==> src/rtl/bin_conv_pkg.sv <==
// Shared types and reference conversion for the binary-to-BCD display path.
// Used by bin2bcd_core, bin_converter and the bench.
package bin_conv_pkg;

  localparam int BCD_W   = 4;
  localparam int EXT_W   = 6;
  localparam int MAX_IN_W = 6;

  typedef logic [BCD_W-1:0] bcd_digit_t;

  typedef struct packed {
    bcd_digit_t ten;
    bcd_digit_t unit;
  } bcd2_t;

  // Arithmetic reference: the value a correct double-dabble core must produce.
  function automatic bcd2_t bin2bcd(input logic [EXT_W-1:0] value);
    bcd2_t r;
    r.ten  = BCD_W'(value / EXT_W'(10));
    r.unit = BCD_W'(value % EXT_W'(10));
    return r;
  endfunction

endpackage

==> src/rtl/bin2bcd_core.sv <==
// Combinational shift-add-3 (double-dabble) converter for inputs up to 6 bits.
// Produces two BCD digits; tens never exceeds 6 for the legal width range.
module bin2bcd_core
  import bin_conv_pkg::*;
#(
  parameter int IN_W = 5
) (
  input  logic [IN_W-1:0] bin,
  output bcd2_t           bcd
);

  localparam int LEAD = EXT_W - IN_W;
  localparam int SCR_W = 2 * BCD_W + EXT_W;

  logic [EXT_W-1:0] bin_ext;
  logic [SCR_W-1:0] scratch;

  assign bin_ext = EXT_W'(bin);

  // NOTE: blocking assignments are intended here; each loop pass reads the
  // result of the previous one within the same combinational evaluation.
  always_comb begin
    scratch = '0;
    // Left-align the operand so exactly IN_W shifts bring it into the BCD field.
    scratch[EXT_W-1:0] = bin_ext << LEAD;
    for (int i = 0; i < IN_W; i++) begin
      if (scratch[EXT_W +: BCD_W] >= BCD_W'(5))
        scratch[EXT_W +: BCD_W] = scratch[EXT_W +: BCD_W] + BCD_W'(3);
      if (scratch[EXT_W+BCD_W +: BCD_W] >= BCD_W'(5))
        scratch[EXT_W+BCD_W +: BCD_W] = scratch[EXT_W+BCD_W +: BCD_W] + BCD_W'(3);
      scratch = scratch << 1;
    end
  end

  assign bcd.unit = scratch[EXT_W +: BCD_W];
  assign bcd.ten  = scratch[EXT_W+BCD_W +: BCD_W];

endmodule

==> src/rtl/bin_converter.sv <==
// Binary (0..2^IN_W-1) to two registered BCD digits, one cycle of latency.
// Optional input/output qualifiers when BIN_CONV_VALID_EN is defined.
module bin_converter
  import bin_conv_pkg::*;
#(
  parameter int IN_W = 5
) (
  input  logic             clk,
  input  logic             rst_n,
  input  logic [IN_W-1:0]  bin_6,
  output logic [BCD_W-1:0] bin_unit,
  output logic [BCD_W-1:0] bin_ten
`ifdef BIN_CONV_VALID_EN
  ,
  input  logic             in_valid,
  output logic             out_valid
`endif
);

  // Widths above 6 would let the tens digit exceed 9.
  if (IN_W < 1 || IN_W > MAX_IN_W) begin : g_bad_width
    $error("bin_converter: IN_W must be in 1..6");
  end

  bcd2_t conv;
  bcd2_t result_q;

  bin2bcd_core #(.IN_W(IN_W)) u_core (
    .bin (bin_6),
    .bcd (conv)
  );

`ifdef BIN_CONV_VALID_EN
  logic valid_q;

  always_ff @(posedge clk or negedge rst_n) begin
    if (!rst_n) begin
      result_q <= '0;
      valid_q  <= 1'b0;
    end else begin
      valid_q <= in_valid;
      if (in_valid) result_q <= conv;
    end
  end

  assign out_valid = valid_q;
`else
  always_ff @(posedge clk or negedge rst_n) begin
    if (!rst_n) result_q <= '0;
    else        result_q <= conv;
  end
`endif

  assign bin_unit = result_q.unit;
  assign bin_ten  = result_q.ten;

endmodule

==> config.mk <==
export PLATFORM = sky130hd
export DESIGN_NAME = bin_converter
export DESIGN_NICKNAME = d
export VERILOG_FILES = /design/src/rtl/bin_conv_pkg.sv /design/src/rtl/bin2bcd_core.sv /design/src/rtl/bin_converter.sv
export SDC_FILE = /design/constraint.sdc
export NUM_CORES = 1
export LEC_CHECK = 0
export CORE_UTILIZATION = 41
export DETAILED_ROUTE_END_ITERATION = 8
export PLACE_DENSITY = 0.72
export RECOVER_POWER = 100
export SETUP_SLACK_MARGIN = 0.05
export SYNTH_ARGS = -nofsm -noshare
export SYNTH_HDL_FRONTEND = slang
export SYNTH_HIERARCHICAL = 1
export SYNTH_SLANG_ARGS = --single-unit
==> constraint.sdc <==
create_clock -name clk -period 0.8 [get_ports clk]
set_input_delay 0.24 -clock clk [delete_from_list [all_inputs] [get_ports clk]]
set_output_delay 0.24 -clock clk [all_outputs]
set_load 0.05 [all_outputs]
# [Yosys cells after proc, flatten, opt, wreduce, memory -nomap -nowiden]
# Index checks and enable logic that the tools add are counted.
[word_totals] register_bits=8 word_cells=23 out_inout_bits=8
[op_classes] magnitude_cmp=7 muxes=7 n_addsub=7
[ops] cell="$ge 4x3->1 const B" count=5
[ops] cell="$add 4x2->4 const B" count=3
[ops] cell="$mux 3" count=4
[ops] cell="$mux 4" count=3
[ops] cell="$add 3x2->3 const B" count=2
[ops] cell="$add 1x2->3 const AB" count=1
[ops] cell="$add 1x2->3 const B" count=1
[ops] cell="$ge 1x3->1 const AB" count=1
[ops] cell="$ge 1x3->1 const B" count=1

# [Logic depth before layout (Yosys ltp)]
# Gate-level depths: netlist (run 1).
[depth] word_depth=8 depth_mapped=8 depth_no_buf=6

# [Hierarchy]
# Netlist (run 1), hierarchy kept.
[by_module_without_submodules] mod="bin2bcd_core" cells_each=50 seq_area_each_um2=0.0 instances=1 area_per_inst_um2=359.1
[by_module_without_submodules] mod="bin_converter" cells_each=8 seq_area_each_um2=200.2 instances=1 area_per_inst_um2=200.2

# [Least setup slack after synthesis (run 1)]
# OpenSTA, ideal clock, no wires.
[synth_timing] kind="input to register" from="in bin_6[2]" to="reg result_q (netlist bit bin_unit[1])" cell_stages=7 arrival_time_ns=1.366 t_required_ns=0.675 setup_slack_ns=-0.690 cell_sequence="buf_2 -> inv_1 -> ha_1 -> o21bai_2 -> o21ai_1 -> o31ai_1 -> mux2_2"
[synth_lines] item="start: declaration" line_no="bin_converter.sv:10" source="input logic [IN_W-1:0] bin_6,"
[synth_lines] item="end signal: assignment" line_no="bin_converter.sv:50" source="else result_q <= conv;"
[synth_lines] item="end: declaration" line_no="bin_converter.sv:26" source="bcd2_t result_q;"

# [Worst setup path in the final report (run 1)]
[layout_timing] from="reg result_q (netlist bit bin_ten[1])" to="out bin_ten[1]"
[layout_lines] item="end: declaration" line_no="bin_converter.sv:12" source="output logic [BCD_W-1:0] bin_ten"
# No word-level cell between the ends.

==> results of run 1 <==
-- synthesized netlist by cell type (2+ instances only) --
master	count	area (um^2)
buf_6	3	33.8
buf_4	3	22.5
ha_1	2	25.0
dfrtp_1	8	200
o21ai_1	2	10.0
a21oi_2	2	17.5
inv_1	2	7.51
o21ai_0	4	20.0
nor2_1	6	22.5
nand2b_1	2	12.5
a221oi_2	2	30.0
nand2_1	2	7.51
a21oi_1	2	10.0
-- registers in the layout, indices dropped and copies added, names as in the netlist --
register,count
bin_ten,4
bin_unit,4
-- layout by cell type (no fill, tap or decap), types with 3 or more instances in the layout --
cell type / Yosys / final
buf_12: 0 / 8
buf_4: 3 / 14
clkbuf_4: 0 / 3
dfrtp_2: 0 / 7
nor2_1: 6 / 5
o21ai_1: 2 / 4
-- worst max-delay path by stage --
stage	cells after the start	to	slack, ps	from
6_report	1	bin_ten[1]	-260	bin_ten[1]$_DFF_PN0_
5_1_grt	7	bin_unit[1]$_DFF_PN0_	-300	bin_6[3]
4_1_cts	1	bin_ten[1]	-270	bin_ten[1]$_DFF_PN0_
3_5_place_dp	7	bin_unit[1]$_DFF_PN0_	-1030	bin_6[2]
3_3_place_gp	7	bin_unit[1]$_DFF_PN0_	-990	bin_6[3]
2_1_floorplan	8	bin_unit[1]$_DFF_PN0_	-490	bin_6[3]
-- kinds of logic after synthesis --
kind of cell / share of synthesized area
AO/OA/AOI/OAI: 0.298
multiplexers: 0.0201
flip-flops: 0.358
buffers and inverters: 0.132
adder cells (fa/ha/maj): 0.0447
other: 0.00670
AND/OR/NAND/NOR: 0.141
-- power breakdown --
| part | leakage, nW | total [mW] | switching (mW) | internal [mW] |
|---|---|---|---|---|
| registers | 0.0884 | 0.475 | 0.0301 | 0.445 |
| clock network | 0.0150 | 0.339 | 0.147 | 0.191 |
| logic | 0.293 | 0.598 | 0.303 | 0.295 |
| total | 0.397 | 1.41 | 0.480 | 0.931 |
-- layer usage --
| layer | wire (um) | up-vias |
|---|---|---|
| met5 | 0 | - |
| met4 | 0 | 0 |
| met3 | 39 | 0 |
| met2 | 752 | 8 |
| met1 | 570 | 251 |
| li1 | - | 252 |
-- what timing repair did --
| item | 4_1_cts | 5_1_grt |
|---|---|---|
| endpoints found under the setup margin | 13 | 13 |
| pin swaps | 6 | 3 |
| hold endpoints to repair | 0 | 0 |
| gates resized for setup | 27 | 1 |
| setup buffers | 3 | 0 |
-- cell type report --
type / count / area (um^2) / share of cell area
multi-input cells: 41 / 340 / 0.361
repair buffers: 29 / 332 / 0.352
inverters: 2 / 17.5 / 0.0186
flip-flops and latches: 8 / 209 / 0.222
well taps: 14 / 17.5 / 0.0186
clock buffers: 4 / 26.3 / 0.0279
-- stage by stage --
stage | area, um^2 | power [mW] | hold WS [ps]
2_1_floorplan | 627 | 0.798 | -55.6
3_3_place_gp | 886 | 1.05 | 569
3_5_place_dp | 886 | 1.06 | 575
4_1_cts | 953 | 1.44 | 293
5_1_grt | 942 | 1.48 | 409
6_report | 942 | 1.41 | 375
==> out/qor.csv, run 1 <==
metric,value,unit
run status,finished with violations,
violated checks,negative setup slack,
Synth Instances,58,
clock buffer depth,2,
Pins Over Slew Limit,0,
post-route DRC violation count,0,
GR Util met1,0.246,
post-layout util,0.794,
busiest grt layer,met2,
vias post-DR,511,
fin cells,98,
vias per cell,5.21,
crit path DAT,820,ps
synth unique cells,31,
worst-path fanout max,1,
PwrDens,1500,nW/um^2
Row Count,12,
largest net degree at the start of global routing,11,
area growth from synthesis to layout,68.5,%
Worst setup EP type,primary output,
period utilization,1.33,
Mapped Area,559,um^2
Critical Path RT,560,ps
total CTS buffers,3,
RSZ-0062 raised after global routing,yes,
Total Routing Usage GR,0.223,
fmax,941,MHz
HP Class,in2async,
critical path cell sequence,buf_12,
CP peak stage delay,420,ps
Post-Syn Area per Cell,9.64,um^2
die width,38.9,um
Initial DRT Pass Iterations,4,
register area share after synthesis,0.358,
setup TNS,-2860,ps
initial drt markers,5,
"CP delay by family, top",flip-flops,
Final min period,1060,ps
H-tree Lvls,1,
placed insts,91,
Worst IR Drop VDD,0.00112,V
Die Y,38.9,um
global-route wire length before repair,2.11,mm
ys async rst share,1.00,
Place WS,-1030,ps
Boundary Pins,15,
final hold viol count,0,
Root Buffer,clkbuf_4,
Bufs and invs on worst path,1,
vias in the first global route,489,
grt total ovfl,0,
met3 Usage GRT,0.0520,
"EDFF count, synth",0,
Post-DP HPWL,1.01,mm
DRT antenna net count,0,
antenna violations before repair,0,
drt wl/cell,13.9,um
Startpoint Class,flip-flop,
ys flop type,dfrtp_1,
max-cap violations,0,
Initial Util,0.472,
layout cells sized above 1,0.643,
leak pwr,0.397,nW
M2 GR Usage,0.396,
worst setup margin,-262,ps
RePlAce Congestion,0.835,
#FFs+latches synth,8,
Synth Warn #,6,
Port Buf Inserts,14,
final wirelength,1.36,mm
CTS Hold Buffers Added,0,
Setup Viol. Count Final,12,
Die ar.,1520,um^2
number of diodes,0,
Fillers,79,
Clock transition at path regs,60,ps
critical path's slowest cell,dfrtp_2,
fin nets,94,
CTS tree,built,
Num Clock Sinks,8,
Core Region,1190,um^2
kind of critical path,reg2out,
No activity file was read; power rests on OpenSTA's default activity.
==> run 2, diff against run 1 <==
--- a/config.mk
+++ b/config.mk
@@ -10,6 +10,7 @@
 export PLACE_DENSITY = 0.72
 export RECOVER_POWER = 100
 export SETUP_SLACK_MARGIN = 0.05
+export SLEW_MARGIN = 20
 export SYNTH_ARGS = -nofsm -noshare
 export SYNTH_HDL_FRONTEND = slang
 export SYNTH_HIERARCHICAL = 1
==> results of run 2 <==
The final DEF is identical to that of run 1; final timing and power are the same.
